==> src/rtl/pipe_pkg.sv <==
// Shared types and constants for the inter-stage pipeline registers.
// Latency: n/a (declarations only).
// Backpressure: n/a (declarations only).
package pipe_pkg;

  localparam int PC_W         = 32;
  localparam int INSTR_W      = 32;
  localparam int DATA_W_DEF   = 32;
  localparam int CHANNELS_DEF = 3;
  localparam int ADDR_W_DEF   = 5;
  localparam int FLAG_W_DEF   = 1;

  // A bubble carries an all-zero instruction, which decodes as sll $0,$0,0.
  localparam logic [INSTR_W-1:0] NOP_INSTR = 32'h0;

  // Default-width stage entry; parametrised instances build their own
  // struct with the same field order and hand it to the entry slot.
  typedef struct packed {
    logic [PC_W-1:0]                    pc;
    logic [INSTR_W-1:0]                 instr;
    logic [CHANNELS_DEF*DATA_W_DEF-1:0] data;
    logic [ADDR_W_DEF-1:0]              addr;
    logic [FLAG_W_DEF-1:0]              flag;
  } pipe_entry_t;

endpackage

==> src/rtl/pipe_stage_entry.sv <==
// One valid+payload slot; payload is forced to zero whenever the slot is empty.
// Latency: load/clear take effect at the next rising edge.
// Backpressure: none here; the owner decides when to load or clear.
import pipe_pkg::*;

module pipe_stage_entry #(
  parameter type entry_t = pipe_entry_t
) (
  input  logic   clk,
  input  logic   reset,
  input  logic   clear,
  input  logic   load,
  input  logic   load_vld,
  input  entry_t d,
  output logic   vld,
  output entry_t q
);

  // Slot register: reset/clear win over load; loading "empty" zeroes the payload.
  always_ff @(posedge clk) begin
    if (reset || clear) begin
      vld <= 1'b0;
      q   <= '0;
    end else if (load) begin
      vld <= load_vld;
      q   <= load_vld ? d : '0;
    end
  end

endmodule

==> src/rtl/pipe_stage_reg.sv <==
// Inter-stage pipeline register: main slot drives outputs, skid slot absorbs one item.
// Latency: 1 cycle from accept to out_*; 1 item/cycle while out_ready is high.
// Backpressure: in_ready = !skid_vld straight from a flop, no path from out_ready.
import pipe_pkg::*;

module pipe_stage_reg #(
  parameter int DATA_W   = DATA_W_DEF,
  parameter int CHANNELS = CHANNELS_DEF,
  parameter int FLAG_W   = FLAG_W_DEF,
  parameter int ADDR_W   = ADDR_W_DEF,
  parameter int CNT_W    = 16
) (
  input  logic                       clk,
  input  logic                       reset,
  input  logic                       in_valid,
  output logic                       in_ready,
  input  logic [PC_W-1:0]            in_pc,
  input  logic [INSTR_W-1:0]         in_instr,
  input  logic [CHANNELS*DATA_W-1:0] in_data,
  input  logic [ADDR_W-1:0]          in_addr,
  input  logic [FLAG_W-1:0]          in_flag,
  input  logic                       flush,
  output logic                       out_valid,
  input  logic                       out_ready,
  output logic [PC_W-1:0]            out_pc,
  output logic [INSTR_W-1:0]         out_instr,
  output logic [CHANNELS*DATA_W-1:0] out_data,
  output logic [ADDR_W-1:0]          out_addr,
  output logic [FLAG_W-1:0]          out_flag,
  output logic [CNT_W-1:0]           stall_cnt
);

  typedef struct packed {
    logic [PC_W-1:0]            pc;
    logic [INSTR_W-1:0]         instr;
    logic [CHANNELS*DATA_W-1:0] data;
    logic [ADDR_W-1:0]          addr;
    logic [FLAG_W-1:0]          flag;
  } stage_entry_t;

  localparam logic [CNT_W-1:0] CNT_MAX = '1;

  stage_entry_t in_entry;
  stage_entry_t main_d, main_q, skid_d, skid_q;
  logic         main_vld, skid_vld;
  logic         main_load, main_load_vld;
  logic         skid_load, skid_load_vld;
  logic         main_free, accept;

  assign in_entry.pc    = in_pc;
  assign in_entry.instr = in_instr;
  assign in_entry.data  = in_data;
  assign in_entry.addr  = in_addr;
  assign in_entry.flag  = in_flag;

  assign in_ready = !skid_vld;
  assign accept   = in_valid && in_ready;

  // Slot steering: main refills from skid first to keep order; skid catches
  // an accepted item only when main cannot take it this edge.
  always_comb begin
    main_free     = !main_vld || out_ready;
    main_load     = main_free;
    main_load_vld = skid_vld || accept;
    main_d        = skid_vld ? skid_q : in_entry;
    skid_load     = main_free ? skid_vld : accept;
    skid_load_vld = accept;
    skid_d        = in_entry;
  end

  pipe_stage_entry #(.entry_t(stage_entry_t)) u_main (
    .clk      (clk),
    .reset    (reset),
    .clear    (flush),
    .load     (main_load),
    .load_vld (main_load_vld),
    .d        (main_d),
    .vld      (main_vld),
    .q        (main_q)
  );

  pipe_stage_entry #(.entry_t(stage_entry_t)) u_skid (
    .clk      (clk),
    .reset    (reset),
    .clear    (flush),
    .load     (skid_load),
    .load_vld (skid_load_vld),
    .d        (skid_d),
    .vld      (skid_vld),
    .q        (skid_q)
  );

  // Main slot is zero when empty, so the outputs are already a clean bubble.
  assign out_valid = main_vld;
  assign out_pc    = main_q.pc;
  assign out_instr = main_vld ? main_q.instr : NOP_INSTR;
  assign out_data  = main_q.data;
  assign out_addr  = main_q.addr;
  assign out_flag  = main_q.flag;

  // Saturating count of edges where a valid output is held back (flush edges excluded).
  always_ff @(posedge clk) begin
    if (reset) begin
      stall_cnt <= '0;
    end else if (main_vld && !out_ready && !flush && stall_cnt != CNT_MAX) begin
      stall_cnt <= stall_cnt + 1'b1;
    end
  end

endmodule

==> config.mk <==
export PLATFORM = sky130hd
export DESIGN_NAME = pipe_stage_reg
export DESIGN_NICKNAME = d
export VERILOG_FILES = /design/src/rtl/pipe_pkg.sv /design/src/rtl/pipe_stage_entry.sv /design/src/rtl/pipe_stage_reg.sv
export SDC_FILE = /design/constraint.sdc
export NUM_CORES = 1
export LEC_CHECK = 0
export ABC_AREA = 1
export BUFFER_PORTS_ARGS = -buffer_cell sky130_fd_sc_hd__buf_2
export CAP_MARGIN = 30
export CORE_UTILIZATION = 40
export CTS_CLUSTER_SIZE = 12
export DETAILED_ROUTE_END_ITERATION = 7
export GPL_TIMING_DRIVEN = 1
export SKIP_CTS_REPAIR_TIMING = 1
export SYNTH_ARGS = -nofsm -noshare
export SYNTH_HDL_FRONTEND = slang
export SYNTH_HIERARCHICAL = 1
export SYNTH_SLANG_ARGS = --single-unit
==> constraint.sdc <==
create_clock -name clk -period 2.2 [get_ports clk]
set_clock_uncertainty 0.1 [all_clocks]
set_input_delay 0.66 -clock clk [delete_from_list [all_inputs] [get_ports clk]]
set_output_delay 0.66 -clock clk [all_outputs]
set_load 0.01 [all_outputs]
* Word-level counts from Yosys, hierarchy flattened *
Cells that the tools add are included.

cells by class
  equality and inequality tests = 1
  reduce and logical (&&, ||, !) cells = 11
  muxes and demuxes = 5
  add/sub/neg operators = 1

operators by type and width
  cell                                           count
  2-to-1 mux 166 bit                             3
  2-to-1 mux 32 bit                              1
  adder 16 x 1 -> 16 bit, second input constant  1
  != test 16 bit, second input constant          1
  logical AND 1 bit                              4
  zero test 1 bit                                4
  logical OR 1 bit                               3
  2-to-1 mux 1 bit                               1

word-level totals
  register bits after elaboration = 350
  output and inout port bits = 184

* Longest topological paths before layout *
Gate-level depths: netlist of the first run.

  depth after elaboration = 4
  mapped depth = 11
  gate-level depth less buffers = 9

* Hierarchy *
Netlist of the first run, hierarchy kept.

modules (own cells, without submodules)
  module            instances  area each (um2)  cells each
  pipe_stage_entry  2          6637.6           745
  pipe_stage_reg    1          3270.6           763

* Least setup slack after synthesis of the first run *
OpenSTA, ideal clock, no wires.

  path kind = input -> register
  from = in out_ready
  to = reg u_skid/q[134] in the netlist's numbering
  required time = 2.034 ns
  buffers on the path = 3
  slack = 0.387 ns
  data arrival time = 1.647 ns
  stages = 10
  cells stage by stage = inv_1 > nand2_2 > nor2_1 > a21oi_1 > buf_2 > inv_2 > buf_6 > buf_2 > nand2_1 > a21oi_2

on the way
  word-level cells in the longest chain between the ends = 2

ends and longest elaborated chain
  item                  RTL line                source
  from (decl)           pipe_stage_reg.sv:24    input logic out_ready,
  logical OR 1 bit      pipe_stage_reg.sv:62    main_free = !main_vld || out_ready;
  via main_free         pipe_stage_reg.sv:48    logic main_free, accept;
  2-to-1 mux 1 bit      pipe_stage_reg.sv:66    skid_load = main_free ? skid_vld : accept;
  via skid_load         pipe_stage_reg.sv:47    logic skid_load, skid_load_vld;
  to (signal assigned)  pipe_stage_entry.sv:26  q <= load_vld ? d : '0;
  to (decl)             pipe_stage_entry.sv:16  output entry_t q

The timed path passes the listed nets, and every way through them passes these cells.
A chain may end at the register's enable or synchronous reset.

* Worst setup path in the final report of the first run *
  from = reg u_main.vld
  to = out out_instr[31]

on the way
  word-level cells in the longest chain between the ends = 1

ends and longest elaborated chain
  item                    RTL line                source
  from (decl)             pipe_stage_entry.sv:15  output logic vld,
  from (signal assigned)  pipe_stage_entry.sv:25  vld <= load_vld;
  2-to-1 mux 32 bit       pipe_stage_reg.sv:96    assign out_instr = main_vld ? main_q.instr : NOP_INSTR;
  to (decl)               pipe_stage_reg.sv:26    output logic [INSTR_W-1:0] out_instr,

No other way between the ends.

==> insert_results.sql, run 1 <==
INSERT INTO impl_metrics (metric_group, metric, value, unit) VALUES
('outcome', 'outcome', 'finished, violations left', ''),
('outcome', 'violations', 'setup timing', ''),
('finish', 'area_growth', '25.0', '%'),
('die', 'die_w', '205', 'um'),
('timing', 'finalCriticalPeriod', '2.22', 'ns'),
('critical_path', 'timing.setup.critical_path_class', 'flop to output pin', ''),
('critical_path', 'critical_path.endpoint_type', 'output pin', ''),
('timing', 'worst_slew_pin_slew', '0.787', 'ns'),
('grt', 'grt_pass1_vias', '15131', ''),
('grt', 'wire_length_of_the_first_global_routing_pass', '80600', 'um'),
('finish', 'num-fill-cells', '3984', ''),
('synthesis', 'gate_count_post_synth', '2253', ''),
('power_and_ir_drop', 'power_density', '722', 'mW/mm2'),
('die', 'dieArea', '0.0422', 'mm2'),
('power_and_ir_drop', 'leakagePower', '8.52', 'nW'),
('finish', 'layout.cell_area.non_filler', '0.0207', 'mm2'),
('clock_tree', 'cts-htree-levels', '2', ''),
('hold_path', 'hold_path.class', 'input port to flop', ''),
('clock_tree', 'clk_path_buf_depth', '3', ''),
('timing', 'report.final.setup_viol', '4', ''),
('critical_path', 'regToRegEndpoint', 'stall_cnt[1]', ''),
('power_and_ir_drop', 'pwr-share-comb', '0.095', ''),
('timing', 'final_worst_setup_slack', '-0.0222', 'ns'),
('synthesis', 'yosysWarnings', '6', ''),
('die', 'floorplan.initialDensity', '0.405', ''),
('critical_path', 'reg2regPathDepth', '8', ''),
('finish', 'drive_above_1_share', '0.326', ''),
('synthesis', 'ys_ff_latch', '350', ''),
('grt', 'grt.overflow.total', '0', ''),
('timing', 'period_share', '1.01', ''),
('synthesis', 'synth.distinct_cells', '23', ''),
('synthesis', 'synth_seq_area_share', '0.423', ''),
('power_and_ir_drop', 'pwr-share-seq', '0.436', ''),
('clock_tree', 'clkTransAtPathRegs', '0.06', 'ns'),
('finish', 'finalCoreUtilization', '0.507', ''),
('critical_path', 'crit_path_top_delay_cell', 'sky130_fd_sc_hd__dfxtp_4', ''),
('finish', 'final_cell_mix', 'sky130_fd_sc_hd__nand2_1 (879), sky130_fd_sc_hd__nand3_1 (348), sky130_fd_sc_hd__dfxtp_1 (348)', ''),
('hold_path', 'min_delay_worst_endpoint', 'u_skid/q[16]', ''),
('critical_path', 'cp.buffers_inverters', '3', ''),
('clock_tree', 'num_cts_buffers', '41', ''),
('routing', 'drc', '0', ''),
('timing', 'tns', '-0.0438', 'ns'),
('timing', 'rsz0062_at_grt', 'yes', ''),
('placed_design', 'port_buffers', '354', ''),
('routing', 'detail_route.vias_per_cell', '5.13', ''),
('finish', 'nNetsFinal', '2711', ''),
('grt', 'grt_usage', '0.237', ''),
('placed_design', 'placed_area', '0.0189', 'mm2'),
('flow_run', 'number_of_max_cap_violations', '0', ''),
('clock_tree', 'clk_latency', '0.56', 'ns'),
('critical_path', 'worstPathMaxFanout', '8', ''),
('power_and_ir_drop', 'vdd_ir_drop_max', '0.517', 'mV'),
('die', 'fp.coreArea', '0.0408', 'mm2'),
('timing', 'slew_headroom', '0.475', ''),
('die', 'design.portCount', '355', ''),
('critical_path', 'launching_element_type_of_the_critical_path', 'flop', ''),
('clock_tree', 'cts.sink_count', '350', ''),
('grt', 'grt_start_max_net_pins', '90', ''),
('timing', 'timing.fmax', '0.450', 'GHz'),
('power_and_ir_drop', 'switching_power', '3.71', 'mW'),
('clock_tree', 'clock-root-buffer', 'sky130_fd_sc_hd__clkbuf_16', ''),
('routing', 'detailroute.via_count', '15960', ''),
('synthesis', 'syn_avg_cell_area', '7.34', 'um2'),
('finish', 'mostFrequentLayoutCell', 'sky130_fd_sc_hd__nand2_1', ''),
('hold_path', 'startpoint_of_the_most_critical_hold_path', 'in_data[10]', ''),
('die', 'number_of_core_rows', '74', ''),
('placed_design', 'place.gp.congestion', '0.810', ''),
('critical_path', 'cp_cell_sequence', 'buf_8, nand2_1, inv_1, buf_2', ''),
('routing', 'routed_wl', '51600', 'um'),
('routing', 'drt_iter0_drc', '944', ''),
('routing', 'dr_pass1_iterations', '5', '');
kinds of logic (layout without fill, tap and decap cells):
| kind of cell | count (synthesis) | after routing | share of synthesized area |
|---|---|---|---|
| simple gates | 1311 | 1311 | 0.328 |
| compound gates | 347 | 347 | 0.164 |
| flops | 350 | 350 | 0.423 |
| buf+inv | 243 | 561 | 0.0829 |
| xor+xnor | 1 | 1 | 0.000529 |
| other cells | 0 | 10 | 0 |
| fa+ha+maj | 1 | 1 | 0.000756 |
power by group through the flow:
stage               logic [mW]  registers [mW]  clock network (mW)
CTS                       1.40            6.51                7.19
floorplan                0.799            6.67                   0
global placement          1.38            6.65                   0
finish                    1.42            6.52                7.00
detailed placement        1.39            6.65                   0
global route              1.55            6.53                7.43
worst max-delay path by stage:
| stage | from | endpoint | slack, ns | cells after the start |
|---|---|---|---|---|
| 3_3_place_gp | out_ready | u_skid/vld | 0.04 | 9 |
| 2_1_floorplan | out_ready | u_skid/q[134] | 0.39 | 10 |
| 6_report | u_main/vld | out_instr[31] | -0.02 | 4 |
| 5_1_grt | u_main/vld | out_instr[20] | -0.08 | 4 |
| 4_1_cts | u_main/vld | out_instr[30] | -0.26 | 4 |
| 3_5_place_dp | out_ready | u_skid/q[15] | 0.008 | 9 |
routing by layer:
layer | up-vias | global-route usage | share of wire | wire, um
met5 | - | 0 | 0.00062 | 32
met2 | 531 | 0.379 | 0.46 | 23800
met3 | 103 | 0.0439 | 0.066 | 3400
met4 | 6 | 0.107 | 0.036 | 1840
li1 | 7878 | - | - | -
met1 | 7442 | 0.310 | 0.44 | 22600
metrics by stage:
step / power, mW / setup slack, ns / cells
after floorplan: 7.47 / 0.387 / 2253
after global placement: 8.03 / 0.0435 / 3023
after detailed placement: 8.04 / 0.00751 / 3023
after CTS: 15.1 / -0.258 / 3098
after global routing: 15.5 / -0.0783 / 3112
final: 14.9 / -0.0222 / 3113
synth_stat cells, drive strengths merged:
cell type,instances,area share
nor3,2,0.00060
inv,49,0.011
buf,151,0.062
nand4,3,0.0020
dfxtp,350,0.42
o21ai,1,0.00030
xor2,1,0.00053
or2,2,0.00076
nor2,43,0.012
clkbuf,43,0.0098
ha,1,0.00076
a21oi,346,0.16
nand3,348,0.11
nand3b,2,0.00091
nand2,911,0.21
tightest hold or removal path, cell delays in order:
cell                      delay [ns]
sky130_fd_sc_hd__buf_2          0.10
sky130_fd_sc_hd__nand3_1        0.07
sky130_fd_sc_hd__a21oi_1        0.05
sequential cells by signal, indices dropped and copies added, names as in the netlist:
name / cells
stall_cnt: 16
u_main/q: 166
u_main/vld: 1
u_skid/q: 166
u_skid/vld: 1
area by class of cell:
type / count / area [um2] / share of cell area
Antenna cell: 10 / 25.0 / 0.00121
Multi-Input combinational cell: 1660 / 8300 / 0.401
Sequential cell: 350 / 7010 / 0.339
Timing Repair Buffer: 437 / 3090 / 0.150
Clock buffer: 59 / 1200 / 0.0578
Clock inverter: 16 / 185 / 0.00895
Tap cell: 532 / 666 / 0.0322
Inverter: 49 / 201 / 0.00974
No activity file was read; power rests on OpenSTA's default activity.
==> inputs of run 2 (changes only) <==
--- a/config.mk
+++ b/config.mk
@@ -12,6 +12,7 @@
 export CTS_CLUSTER_SIZE = 12
 export DETAILED_ROUTE_END_ITERATION = 7
 export GPL_TIMING_DRIVEN = 1
+export SETUP_SLACK_MARGIN = 0.4
 export SKIP_CTS_REPAIR_TIMING = 1
 export SYNTH_ARGS = -nofsm -noshare
 export SYNTH_HDL_FRONTEND = slang
==> run 2 against run 1 <==
Clock-buffer cell count stayed put. Clock power rose by 0.6%. The flow still finishes with violations (setup timing). First-iteration DRC count grew 13%. Global-route usage unchanged. Hold slack lost 0.013 ns. Sequential share of layout area shrank 3.7 points. Critical path depth is the same. Maximum frequency down 0.12%. Sequential power hardly changed. Register-to-register slack better by 0.02 ns. Worst setup slack worse by 0.0028 ns.
==> insert_results.sql, run 2 (synthesis gave the netlist of run 1 again) <==
INSERT INTO impl_metrics (metric_group, metric, value, unit) VALUES
('outcome', 'outcome', 'finished, violations left', ''),
('outcome', 'violations', 'setup timing', ''),
('power_and_ir_drop', 'leakagePower', '9.34', 'nW'),
('die', 'chipHeight', '205', 'um'),
('clock_tree', 'cts.sink_count', '350', ''),
('clock_tree', 'cts-htree-levels', '2', ''),
('power_and_ir_drop', 'pnr_total_power', '15.4', 'mW'),
('timing', 'worst_slew_pin_slew', '0.580', 'ns'),
('finish', 'layout.cell_area.non_filler', '0.0238', 'mm2'),
('placed_design', 'port_buffers', '354', ''),
('grt', 'grt_usage', '0.237', ''),
('power_and_ir_drop', 'sw_frac_of_total', '0.257', ''),
('critical_path', 'reg2regPathDepth', '10', ''),
('grt', 'wire_length_of_the_first_global_routing_pass', '80600', 'um'),
('routing', 'routed_wl', '58400', 'um'),
('finish', 'drive_above_1_share', '0.435', ''),
('critical_path', 'reg2reg_from', 'u_skid/vld', ''),
('grt', 'grt_start_max_net_pins', '90', ''),
('routing', 'antenna_violating_nets_post_route', '0', ''),
('power_and_ir_drop', 'p_int', '11.4', 'mW'),
('die', 'number_of_core_rows', '74', ''),
('placed_design', 'dpl.hpwl', '33400', 'um'),
('placed_design', 'place.gp.congestion', '0.810', ''),
('routing', 'avgRoutedWirePerCell', '18.3', 'um'),
('timing', 'period_share', '1.01', ''),
('finish', 'nNetsFinal', '2788', ''),
('power_and_ir_drop', 'share_clk_of_total_power', '0.458', ''),
('clock_tree', 'clk_path_buf_depth', '3', ''),
('finish', 'num-fill-cells', '3613', ''),
('critical_path', 'cp_cell_sequence', 'clkbuf_16, nand2_2, inv_2, buf_6', ''),
('power_and_ir_drop', 'pwr-share-seq', '0.424', ''),
('routing', 'drt_iter0_drc', '1063', ''),
('routing', 'detailroute.via_count', '16720', ''),
('critical_path', 'reg2reg_slack', '0.30', 'ns'),
('flow_run', 'number_of_max_cap_violations', '0', ''),
('finish', 'area_growth', '44.1', '%'),
('routing', 'drc', '0', ''),
('clock_tree', 'cts_tree', 'yes', ''),
('critical_path', 'regToRegEndpoint', 'u_skid/q[122]', ''),
('power_and_ir_drop', 'pwr-share-comb', '0.118', ''),
('timing', 'max_slew_violation_total_from_the_final_report', '0', ''),
('finish', 'mostFrequentLayoutCell', 'sky130_fd_sc_hd__nand2_1', ''),
('die', 'design.portCount', '355', ''),
('die', 'die_w', '205', 'um'),
('timing', 'slew_headroom', '0.614', ''),
('critical_path', 'critical_path.endpoint_type', 'output pin', ''),
('grt', 'antenna_violations_before_repair', '13', ''),
('clock_tree', 'num_cts_buffers', '41', ''),
('die', 'floorplan.initialDensity', '0.405', ''),
('power_and_ir_drop', 'power_density', '645', 'mW/mm2'),
('power_and_ir_drop', 'vdd_ir_drop_max', '0.536', 'mV'),
('die', 'dieArea', '0.0422', 'mm2'),
('critical_path', 'crit_start', 'u_main/vld', ''),
('finish', 'reg_top3', 'u_main/q x166, u_skid/q x166, stall_cnt x16', ''),
('placed_design', 'placed_area', '0.0189', 'mm2'),
('timing', 'report.final.setup_viol', '13', ''),
('timing', 'finalHoldViolations', '0', ''),
('timing', 'timing.fmax', '0.449', 'GHz'),
('clock_tree', 'clk_latency', '0.56', 'ns'),
('clock_tree', 'clock-root-buffer', 'sky130_fd_sc_hd__clkbuf_16', ''),
('grt', 'grt.overflow.total', '0', ''),
('power_and_ir_drop', 'switching_power', '3.95', 'mW'),
('hold_path', 'hold_path.class', 'input port to flop', ''),
('routing', 'detail_route.vias_per_cell', '5.24', ''),
('grt', 'grt_pass1_vias', '15131', ''),
('critical_path', 'crit_path_top_delay_cell', 'sky130_fd_sc_hd__dfxtp_4', ''),
('critical_path', 'timing.critical_path.required', '1.44', 'ns'),
('finish', 'final_cell_mix', 'sky130_fd_sc_hd__nand2_1 (878), sky130_fd_sc_hd__a21oi_2 (277), sky130_fd_sc_hd__nand3_1 (244)', ''),
('routing', 'dr_pass1_iterations', '7', ''),
('timing', 'rsz0062_at_grt', 'yes', ''),
('hold_path', 'holdPathStages', '3', ''),
('critical_path', 'worstPathMaxFanout', '8', ''),
('die', 'fp.coreArea', '0.0408', 'mm2'),
('timing', 'final_worst_setup_slack', '-0.0250', 'ns'),
('critical_path', 'timing.setup.critical_path_class', 'flop to output pin', ''),
('timing', 'finalCriticalPeriod', '2.22', 'ns'),
('clock_tree', 'clkTransAtPathRegs', '0.06', 'ns'),
('critical_path', 'cp-endpoint', 'out_instr[20]', ''),
('critical_path', 'launching_element_type_of_the_critical_path', 'flop', ''),
('critical_path', 'critical_path.max_stage_delay', '0.49', 'ns'),
('critical_path', 'crit_arrival', '1.46', 'ns');
## run 2: cell count changes in the layout (fill, tap and decap cells not counted), moves of 21 or more
cell                        change
sky130_fd_sc_hd__nand3_1      -104
sky130_fd_sc_hd__nand3_2       +44
sky130_fd_sc_hd__nand3_4       +60
sky130_fd_sc_hd__clkbuf_16     +21
sky130_fd_sc_hd__dfxtp_2       +98
sky130_fd_sc_hd__buf_2        -106
sky130_fd_sc_hd__dfxtp_1      -114
sky130_fd_sc_hd__buf_4         +21
sky130_fd_sc_hd__buf_6        +128
## run 2: metal layers
metal,global-route usage,up-vias,wire [um]
met3,0.0439,117,4090
met4,0.107,6,2000
met2,0.379,641,27600
met1,0.310,7899,24700
li1,-,8057,-
met5,0,-,32
## run 2: power groups by stage
stage / Combinational, mW / Sequential [mW] / Clock (mW)
floorplan: 0.799 / 6.67 / 0
global placement: 1.38 / 6.65 / 0
finish: 1.81 / 6.52 / 7.04
CTS: 1.40 / 6.51 / 7.19
global route: 1.93 / 6.53 / 7.45
detailed placement: 1.39 / 6.65 / 0
## run 2: cell type report
class / count / area, um2 / share of cell area
Antenna cell: 10 / 25.0 / 0.00105
Clock buffer: 59 / 1200 / 0.0502
Clock inverter: 16 / 185 / 0.00777
Inverter: 49 / 230 / 0.00965
Multi-Input combinational cell: 1661 / 9380 / 0.393
Sequential cell: 350 / 7200 / 0.302
Tap cell: 532 / 666 / 0.0279
Timing Repair Buffer: 513 / 4970 / 0.208
## run 2: worst min-delay path by stage
stage                             from            end  slack, ns
after floorplan             u_skid/vld     u_skid/vld       0.34
after global placement    u_main/q[23]   u_main/q[23]       0.35
after detailed placement   u_skid/q[3]    u_skid/q[3]       0.35
after CTS                  in_data[10]   u_skid/q[16]       0.23
after global routing      in_instr[31]  u_skid/q[133]       0.25
final                     in_instr[31]  u_skid/q[133]       0.26
## run 2: critical path, delay by kind of cell, from the launching register on
family	cells	cell delay [ns]
flops	1	0.49
simple gates	1	0.05
buf+inv	3	0.37
## run 2: per-stage QoR
step                hold WS, ns  TNS (ns)  setup slack (ns)   util  cells
global route              0.251     -1.38           -0.0731  0.584   3189
global placement          0.351         0            0.0435  0.463   3023
finish                    0.261    -0.128           -0.0250  0.584   3190
floorplan                 0.335         0             0.387      -   2253
CTS                       0.235     -6.60            -0.258  0.497   3098
detailed placement        0.355         0           0.00751  0.463   3023
==> inputs of run 3 (changes only) <==
--- a/config.mk
+++ b/config.mk
@@ -9,6 +9,7 @@
 export BUFFER_PORTS_ARGS = -buffer_cell sky130_fd_sc_hd__buf_2
 export CAP_MARGIN = 30
 export CORE_UTILIZATION = 40
+export CTS_BUF_LIST = sky130_fd_sc_hd__clkbuf_4 sky130_fd_sc_hd__clkbuf_8
 export CTS_CLUSTER_SIZE = 12
 export DETAILED_ROUTE_END_ITERATION = 7
 export GPL_TIMING_DRIVEN = 1
@@ -16,5 +17,4 @@
 export SKIP_CTS_REPAIR_TIMING = 1
 export SYNTH_ARGS = -nofsm -noshare
 export SYNTH_HDL_FRONTEND = slang
-export SYNTH_HIERARCHICAL = 1
 export SYNTH_SLANG_ARGS = --single-unit
==> run 3 against run 2 <==
The flow still finishes with violations (setup timing). Combinational power shrank 35%. Maximum frequency is 2.7% lower. Area after synthesis decreased by 7.1%. Worst setup slack lost 0.062 ns. Hold slack worse by 0.075 ns. Critical endpoint is now out_instr[8]. Clock power fell by 11%.
==> insert_results.sql, run 3 <==
INSERT INTO impl_metrics (metric_group, metric, value, unit) VALUES
('power_and_ir_drop', 'pwr-share-comb', '0.084', ''),
('die', 'design.portCount', '355', ''),
('placed_design', 'placed_area', '0.0168', 'mm2'),
('finish', 'area_growth', '34.2', '%'),
('clock_tree', 'cts.sink_count', '350', ''),
('clock_tree', 'cts_tree', 'yes', ''),
('flow_run', 'number_of_max_cap_violations', '0', ''),
('clock_tree', 'clk_latency', '0.63', 'ns'),
('die', 'die_w', '198', 'um'),
('finish', 'layout.cell_area.non_filler', '0.0206', 'mm2'),
('synthesis', 'synth_nets', '2214', ''),
('finish', 'reg_top3', 'u_main.q x166, u_skid.q x166, stall_cnt x16', ''),
('finish', 'finalCoreUtilization', '0.546', ''),
('synthesis', 'synth_seq_area_share', '0.456', ''),
('hold_path', 'hold_path.class', 'input port to flop', ''),
('critical_path', 'crit_start', 'u_main.vld', ''),
('routing', 'drt_iter0_drc', '1093', ''),
('synthesis', 'synth.distinct_cells', '25', ''),
('critical_path', 'launching_element_type_of_the_critical_path', 'flop', ''),
('critical_path', 'timing.critical_path.required', '1.44', 'ns'),
('clock_tree', 'clkTransAtPathRegs', '0.06', 'ns'),
('finish', 'nNetsFinal', '2430', ''),
('timing', 'report.final.setup_viol', '32', ''),
('grt', 'grt_start_max_net_pins', '96', ''),
('power_and_ir_drop', 'share_clk_of_total_power', '0.451', ''),
('clock_tree', 'clock-root-buffer', 'sky130_fd_sc_hd__clkbuf_8', ''),
('placed_design', 'place.gp.congestion', '0.833', ''),
('critical_path', 'crit_arrival', '1.53', 'ns'),
('routing', 'detail_route.vias_per_cell', '5.37', ''),
('power_and_ir_drop', 'p_int', '10.5', 'mW'),
('synthesis', 'syn_avg_cell_area', '7.53', 'um2'),
('routing', 'antenna_violating_nets_post_route', '0', ''),
('synthesis', 'synth.area.top_cells', 'sky130_fd_sc_hd__dfxtp_1 (46%), sky130_fd_sc_hd__nand3_1 (16%), sky130_fd_sc_hd__nand2_1 (10%), sky130_fd_sc_hd__buf_4 (7.0%), sky130_fd_sc_hd__a31oi_1 (6.8%)', ''),
('critical_path', 'reg2regPathDepth', '9', ''),
('timing', 'timing.fmax', '0.437', 'GHz'),
('critical_path', 'worstPathMaxFanout', '17', ''),
('grt', 'grt_pass1_vias', '13450', ''),
('finish', 'multi_input_area', '0.00661', 'mm2'),
('timing', 'finalHoldViolations', '0', ''),
('timing', 'worst_slew_pin_slew', '0.469', 'ns'),
('placed_design', 'dpl.hpwl', '28700', 'um'),
('finish', 'num-fill-cells', '3493', ''),
('routing', 'drc', '0', ''),
('synthesis', 'synth_top_cell_area_share', '0.456', ''),
('timing', 'slew_headroom', '0.687', ''),
('timing', 'finalCriticalPeriod', '2.29', 'ns'),
('routing', 'detailroute.via_count', '15183', ''),
('synthesis', 'synth.most_common_cell', 'sky130_fd_sc_hd__nand3_1', ''),
('critical_path', 'regToRegEndpoint', 'u_skid.q[33]', ''),
('finish', 'regArea', '0.00724', 'mm2'),
('critical_path', 'cp-endpoint', 'out_instr[8]', ''),
('synthesis', 'synthesis.area', '0.0154', 'mm2'),
('die', 'number_of_core_rows', '71', ''),
('outcome', 'violations', 'setup timing', ''),
('synthesis', 'ys_ff_latch', '350', ''),
('synthesis', 'synth_edf_count', '0', ''),
('placed_design', 'port_buffers', '354', ''),
('power_and_ir_drop', 'switching_power', '3.43', 'mW'),
('critical_path', 'critical_path.endpoint_type', 'output pin', ''),
('die', 'floorplan.initialDensity', '0.407', ''),
('synthesis', 'yosysWarnings', '0', ''),
('finish', 'mostFrequentLayoutCell', 'sky130_fd_sc_hd__nand3_1', ''),
('grt', 'wire_length_of_the_first_global_routing_pass', '71000', 'um'),
('clock_tree', 'clk_path_buf_depth', '3', ''),
('critical_path', 'timing.setup.critical_path_class', 'flop to output pin', ''),
('hold_path', 'holdPathStages', '2', ''),
('grt', 'grt.overflow.total', '0', ''),
('timing', 'tns', '-1.37', 'ns'),
('routing', 'dr_pass1_iterations', '6', ''),
('power_and_ir_drop', 'pwr-share-seq', '0.465', ''),
('power_and_ir_drop', 'sw_frac_of_total', '0.246', ''),
('clock_tree', 'num_cts_buffers', '58', ''),
('routing', 'avgRoutedWirePerCell', '17.4', 'um'),
('critical_path', 'reg2reg_slack', '0.26', 'ns'),
('die', 'chipHeight', '198', 'um'),
('grt', 'antenna_violations_before_repair', '12', ''),
('power_and_ir_drop', 'pnr_total_power', '14.0', 'mW'),
('clock_tree', 'cts-htree-levels', '2', ''),
('timing', 'max_slew_violation_total_from_the_final_report', '0', ''),
('power_and_ir_drop', 'vdd_ir_drop_max', '0.406', 'mV'),
('die', 'fp.coreArea', '0.0378', 'mm2'),
('routing', 'routed_wl', '49200', 'um'),
('hold_path', 'startpoint_of_the_most_critical_hold_path', 'reset', ''),
('critical_path', 'reg2reg_from', 'u_main.vld', ''),
('finish', 'drive_above_1_share', '0.354', ''),
('die', 'dieArea', '0.0392', 'mm2'),
('timing', 'final_worst_setup_slack', '-0.0866', 'ns'),
('timing', 'period_share', '1.04', ''),
('timing', 'rsz0062_at_grt', 'yes', ''),
('power_and_ir_drop', 'leakagePower', '7.70', 'nW'),
('synthesis', 'synth_top_flop_cell', 'sky130_fd_sc_hd__dfxtp_1', ''),
('synthesis', 'gate_count_post_synth', '2042', ''),
('power_and_ir_drop', 'power_density', '678', 'mW/mm2'),
('synthesis', 'async_flop_share', '0', ''),
('finish', 'final_cell_mix', 'sky130_fd_sc_hd__nand3_1 (469), sky130_fd_sc_hd__nand2_1 (410), sky130_fd_sc_hd__dfxtp_1 (198)', ''),
('synthesis', 'yosysTopAreaCell', 'sky130_fd_sc_hd__dfxtp_1', ''),
('grt', 'grt_usage', '0.223', ''),
('outcome', 'outcome', 'finished, violations left', ''),
('synthesis', 'synth_top_cells_by_count', 'sky130_fd_sc_hd__nand3_1 (482), sky130_fd_sc_hd__nand2_1 (419), sky130_fd_sc_hd__dfxtp_1 (350)', '');
-- run 3: cell types whose count changed in the layout (fill, tap and decap cells not counted), sizes merged, moves of 5 or more --
| cell | previous run | this run |
|---|---|---|
| nand3 | 348 | 483 |
| a21oi | 346 | 176 |
| nor2 | 43 | 48 |
| buf | 490 | 462 |
| clkbuf | 82 | 97 |
| nand2 | 911 | 423 |
| o21ai | 1 | 19 |
| a31oi | 0 | 166 |
| clkinv | 11 | 17 |
-- run 3: power groups by stage --
| stage | clock network, mW | registers [mW] | logic, mW |
|---|---|---|---|
| 5_1_grt | 6.75 | 6.51 | 1.27 |
| 3_5_place_dp | 0 | 6.63 | 0.997 |
| 4_1_cts | 6.45 | 6.50 | 1.00 |
| 2_1_floorplan | 0 | 6.62 | 0.605 |
| 3_3_place_gp | 0 | 6.63 | 0.989 |
| 6_report | 6.30 | 6.51 | 1.17 |
-- run 3: how the worst min path moves through the flow --
| stage | to |
|---|---|
| 2_1_floorplan | u_main.q[0] |
| 3_3_place_gp | u_main.q[27] |
| 3_5_place_dp | u_main.q[99] |
| 4_1_cts | u_skid.q[97] |
| 5_1_grt | stall_cnt[2] |
| 6_report | stall_cnt[2] |
-- run 3: worst max-delay path, stage by stage (launching register included) --
cell                        delay, ns
sky130_fd_sc_hd__dfxtp_4         0.42
sky130_fd_sc_hd__clkbuf_16       0.21
sky130_fd_sc_hd__nand2_1         0.07
sky130_fd_sc_hd__inv_2           0.06
sky130_fd_sc_hd__buf_2           0.12
-- run 3: cell families (layout without fill, tap and decap cells) --
logic type      after synthesis  count (layout)  share of synthesized area
fa+ha+maj                     1               1                   0.000814
simple gates                962             963                      0.278
buf+inv                     367             629                      0.134
other cells                   0               9                          0
compound gates              361             361                      0.131
xor+xnor                      1               1                   0.000570
flops                       350             350                      0.456
-- run 3: metal layers --
layer | share of wire | wire length, um | vias to the layer above | global-route usage
met2 | 0.47 | 23300 | 530 | 0.349
met5 | 0.0012 | 58 | - | 0
met3 | 0.075 | 3690 | 97 | 0.0547
met1 | 0.43 | 21000 | 7214 | 0.294
li1 | - | - | 7334 | -
met4 | 0.026 | 1290 | 8 | 0.0922
-- run 3: area by class of cell --
cell class / instances / area share
Sequential cell: 350 / 0.351
Tap cell: 511 / 0.0310
Clock inverter: 19 / 0.00843
Clock buffer: 88 / 0.0542
Multi-Input combinational cell: 1326 / 0.321
Antenna cell: 9 / 0.00109
Timing Repair Buffer: 471 / 0.222
Inverter: 51 / 0.0115
-- run 3: through the flow --
step	hold WS (ns)	setup slack, ns	cells
after floorplan	0.350	0.439	2042
after global placement	0.359	0.128	2646
after global routing	0.152	-0.144	2822
after CTS	0.130	-0.176	2753
final	0.186	-0.0866	2825
after detailed placement	0.363	0.0838	2646
